===== src/rtl/bitcounter_4_pkg.sv =====
// Shared constants for the free-running tick/sequence counters.
package bitcounter_4_pkg;

    localparam int unsigned DEFAULT_WIDTH = 4;

endpackage : bitcounter_4_pkg


===== src/rtl/bitcounter_4.sv =====
// Free-running up-counter, modulo MAX_COUNT+1, with terminal-count decode
// and a registered one-cycle pulse after each wrap to 0.
module bitcounter_4
    import bitcounter_4_pkg::*;
#(
    parameter int unsigned      WIDTH     = DEFAULT_WIDTH,
    parameter logic [WIDTH-1:0] MAX_COUNT = {WIDTH{1'b1}}
) (
    input  logic             clk,
    input  logic             reset,
    output logic [WIDTH-1:0] out,
    output logic             tc,
    output logic             wrap
);

    logic [WIDTH-1:0] out_next;
    logic             wrap_next;

    // Explicit compare decides the wrap so non-power-of-2 moduli work.
    always_comb begin
        out_next  = out + WIDTH'(1);
        wrap_next = 1'b0;
        if (out == MAX_COUNT) begin
            out_next  = '0;
            wrap_next = 1'b1;
        end
    end

    always_ff @(posedge clk or negedge reset) begin
        if (!reset) begin
            out  <= '0;
            wrap <= 1'b0;
        end else begin
            out  <= out_next;
            wrap <= wrap_next;
        end
    end

    assign tc = (out == MAX_COUNT);

endmodule : bitcounter_4


===== config.mk =====
export PLATFORM = sky130hd
export DESIGN_NAME = bitcounter_4
export DESIGN_NICKNAME = d
export VERILOG_FILES = /design/src/rtl/bitcounter_4_pkg.sv /design/src/rtl/bitcounter_4.sv
export SDC_FILE = /design/constraint.sdc
export NUM_CORES = 1
export LEC_CHECK = 0
export ABC_CLOCK_PERIOD_IN_PS = 1200
export CAP_MARGIN = 20
export CORE_AREA = 5 5 42 44
export DETAILED_ROUTE_END_ITERATION = 8
export DIE_AREA = 0 0 47 49
export PLACE_DENSITY = 0.41
export SLEW_MARGIN = 20
export SYNTH_ARGS = -nofsm -noshare
export SYNTH_HDL_FRONTEND = slang
export SYNTH_SLANG_ARGS = --single-unit

===== constraint.sdc =====
create_clock -name clk -period 1.2 [get_ports clk]
set_input_delay 0.24 -clock clk [delete_from_list [all_inputs] [get_ports clk]]
set_output_delay 0.24 -clock clk [all_outputs]
set_load 0.03 [all_outputs]

Yosys cells after proc, flatten, opt, wreduce, memory -nomap -nowiden
Cells that the tools add are included.
{ "totals": {"wordCells": 6, "regBits": 5, "out_inout_bits": 6, "in_bits": 2} }
{ "op_classes": {"muxes": 2, "eq_ne": 1, "n_addsub": 1} }
{ "op_table": {"columns": ["cell", "n"], "rows": [
  ["$add A4 B1 Y4 const B", 1],
  ["$eq A4 B4 Y1 const B", 1],
  ["$mux W4", 1],
  ["$mux W1", 1]
]} }

Depth between registers and ports, before layout
{ "logic_depth": {"ltp_word": 2, "depth_mapped": 3} }

Worst setup path before layout
OpenSTA, ideal clock, no wires.
{ "synth_timing": {"path_type": "flip-flop to output port", "startpoint": "register out[0]", "endpoint": "output port tc", "slack_ps": -111, "stages_incl_launch_ff": 3, "path_buffers": 0, "arrival_time_ps": 1071, "cell_sequence": "dfrtp_1 ha_1 and3_2"} }
{ "synth_between": {"elab_chain_len": 1} }
{ "synth_rtl": {"columns": ["item", "line_no", "source"], "rows": [
  ["start, declared", "bitcounter_4.sv:11", "output logic [WIDTH-1:0] out,"],
  ["start signal, assigned", "bitcounter_4.sv:34", "out <= out_next;"],
  ["$eq A4 B4 Y1", "bitcounter_4.sv:39", "assign tc = (out == MAX_COUNT);"],
  ["end, declared", "bitcounter_4.sv:12", "output logic tc,"]
]} }
No other way between the ends.

Worst setup path in the final report
Same ends and word-level chain as after synthesis.

==> key figures <==
Status
  – Status: finished, violations left
  – Violated checks: setup timing

GRT
  – Largest net degree at the start of global routing: 6
  – Initial antenna violation count: 0
  – Vias in the first global route: 185
  – First-pass GRT wire length: 821 um
  – Grt total ovfl: 0
  – Total GRT Usage: 5.382%

Layout
  – Fin util: 26.70%
  – Layout area overhead: 92.90%
  – Layout cells sized above 1: 64.52%
  – Fillers: 158
  – N_diodes: 0
  – NumNets Final: 35

CTS
  – CTS tree: yes
  – Clock root cell: clkbuf_4
  – Skew-Pair Late Insertion Delay: 0.25 ns
  – Clk slew on worst S/H paths: 0.05 ns
  – Number of buffers created by CTS: 3
  – CTS Hold Bufs: 0
  – H-tree Lvls: 1
  – Sink Count: 5
  – Clk buf depth: 2

Timing
  – RSZ-0062 raised after global routing: true
  – Final hold vios: 0
  – Slew headroom: 83.16%
  – Worst Slack Setup Final: -0.1554 ns
  – Clock Skew: 0.009896 ns
  – Slew Viols, Final: 0
  – Worst slew pin tran: 0.2518 ns
  – # setup viols final: 3
  – Fmax: 0.7378 GHz
  – Final period util: 113.0%
  – Post-layout min period: 1.355 ns

Run
  – Max_cap viols: 0

Logic synthesis
  – Synth top area share: 64.52%
  – Post-Synth Adder-Cell Area: 6.452%
  – Ranking of synthesized cells by area: dfrtp_1 (65%), ha_1 (6.5%), a311o_1 (5.2%)
  – Most area-hungry cell type in the Yosys netlist: dfrtp_1
  – Synth cell types: 10
  – Main synth FF type: dfrtp_1
  – Synth Area in Simple Gates: 17.42%
  – FFs w/ async S/R, synth: 100.0%
  – Mux contribution to synthesized area: 0%
  – Yosys reg bits: 5
  – Gate count of the mapped netlist: 14
  – Mapped Area: 193.9 um^2
  – YS warnings: 0
  – EDFF count, synth: 0
  – Register area share after synthesis: 64.52%
  – Largest family of logic cells by synthesized area: simple AND/OR/NAND/NOR gates
  – Syn Area/Cell: 13.85 um^2
  – Count leader, synth: dfrtp_1
  – Compound-Gate Fraction of Synth Area: 5.161%
  – Xor/xnor cell area share of the yosys netlist: 4.516%
  – Syn_nets: 17

Power
  – Total power draw: 378.3 uW
  – VDD IR max: 570.6 uV
  – Cell Pwr Density: 1011 mW/mm^2
  – Leak: 0.0001884 uW

Placement
  – RePlAce Congestion: 0.6348
  – # port buffers: 7
  – DP Wirelength: 347 um

Floorplan
  – Die area: 0.002303 mm^2
  – Die Wd: 47 um
  – # IOs: 8
  – FP Rows: 14
  – Core area: 0.001401 mm^2
  – Starting density of the core: 13.84%
  – Die Y-Extent: 49 um

Detailed routing
  – Drt first pass iters: 2
  – Final wirelength: 549 um
  – DRC violation count after routing: 0
  – Routed Antenna Nets: 0
  – Number of DRC markers in iteration 0: 1
  – Vias: 174
  – Avg Vias per Cell: 3.702
  – Wirelength per Cell: 11.68 um

Min path
  – Hold Crit Class: input pin to async pin

Critical path
  – Critical Path End Type: primary output
  – CP Cell Sequence: ha_4, and3_4, buf_6
  – WP data arrival: 1.12 ns
  – Crit-path max FO: 2
  – WP data required: 0.96 ns
  – Worst path top cell family by delay: flip-flops
  – Buf/Inv on CP: 1
  – CP max-delay cell: dfrtp_2
  – CP startpoint kind: register
  – CP peak stage delay: 0.42 ns
  – CP Class: register to primary output
routing by layer:
metal | wire, um | share of wire [%] | up-vias | global-route usage, %
li1 | - | - | 82 | -
met1 | 259 | 47 | 82 | 6.264
met2 | 218 | 40 | 10 | 6.787
met3 | 71 | 13 | 0 | 5.535
met4 | 0 | 0 | 0 | 1.382
met5 | 0 | 0 | - | 0
layout by cell type (no fill, tap or decap), drive strengths merged:
cell,instances
xor2,1
nor2,1
and3,1
nand2,1
dfrtp,5
and2b,1
clkdlybuf4s50,1
ha,1
and4b,1
clkbuf,4
a311o,1
buf,12
inv,1
report_power, final:
part | internal, uW | switching, uW
registers | 169 | 0
logic | 2.89 | 3.42
clock network | 126 | 76.7
total | 298 | 80.1
stage by stage:
stage	TNS (ns)	hold slack [ns]	cells	instance area [um^2]	setup slack, ns
3_5_place_dp	0	0.4873	39	290.3	0.01761
5_1_grt	-0.4133	0.2340	47	374.1	-0.1835
6_report	-0.3261	0.2202	47	374.1	-0.1554
4_1_cts	-0.2718	0.2244	46	362.8	-0.1554
2_1_floorplan	0	-0.05559	14	200.2	0.02369
3_3_place_gp	0	0.4905	39	290.3	0.03714
flip-flops by register name, indices dropped and copies added, names as in the netlist:
| signal | cells |
|---|---|
| wrap | 1 |
| out | 4 |
worst paths after layout:
path	slack, ns	from	depth (start not counted)	endpoint
worst min-delay path	0.22	reset	1	wrap
worst max register to register	-0.08	out[0]	4	out[3]
max in group asynchronous	0.75	reset	1	out[1]
min in group clk	0.52	out[1]	1	out[1]
worst max-delay path	-0.16	out[0]	3	tc
worst min register to register	0.52	out[1]	1	out[1]
area by class of cell:
cell class / instances / area [um^2] / area share, %
sequential: 5 / 127.6 / 34.11
timing repair buffer: 13 / 115.1 / 30.77
multi-input combinational: 8 / 81.33 / 21.74
clock buffer: 4 / 26.28 / 7.023
tap: 16 / 20.02 / 5.351
inverter: 1 / 3.754 / 1.003
what timing repair did:
item	in CTS	in global routing
setup endpoints to repair	2	3
pin swaps	1	1
gates cloned	0	0
setup buffers	3	2
gates resized for setup	5	1
cell families (layout without fill, tap and decap cells):
group	after synthesis	after routing
flops	5	5
xor+xnor	1	1
fa+ha+maj	1	1
compound gates	1	1
buf+inv	1	18
simple gates	5	5
(Power assumes the default switching activity.)
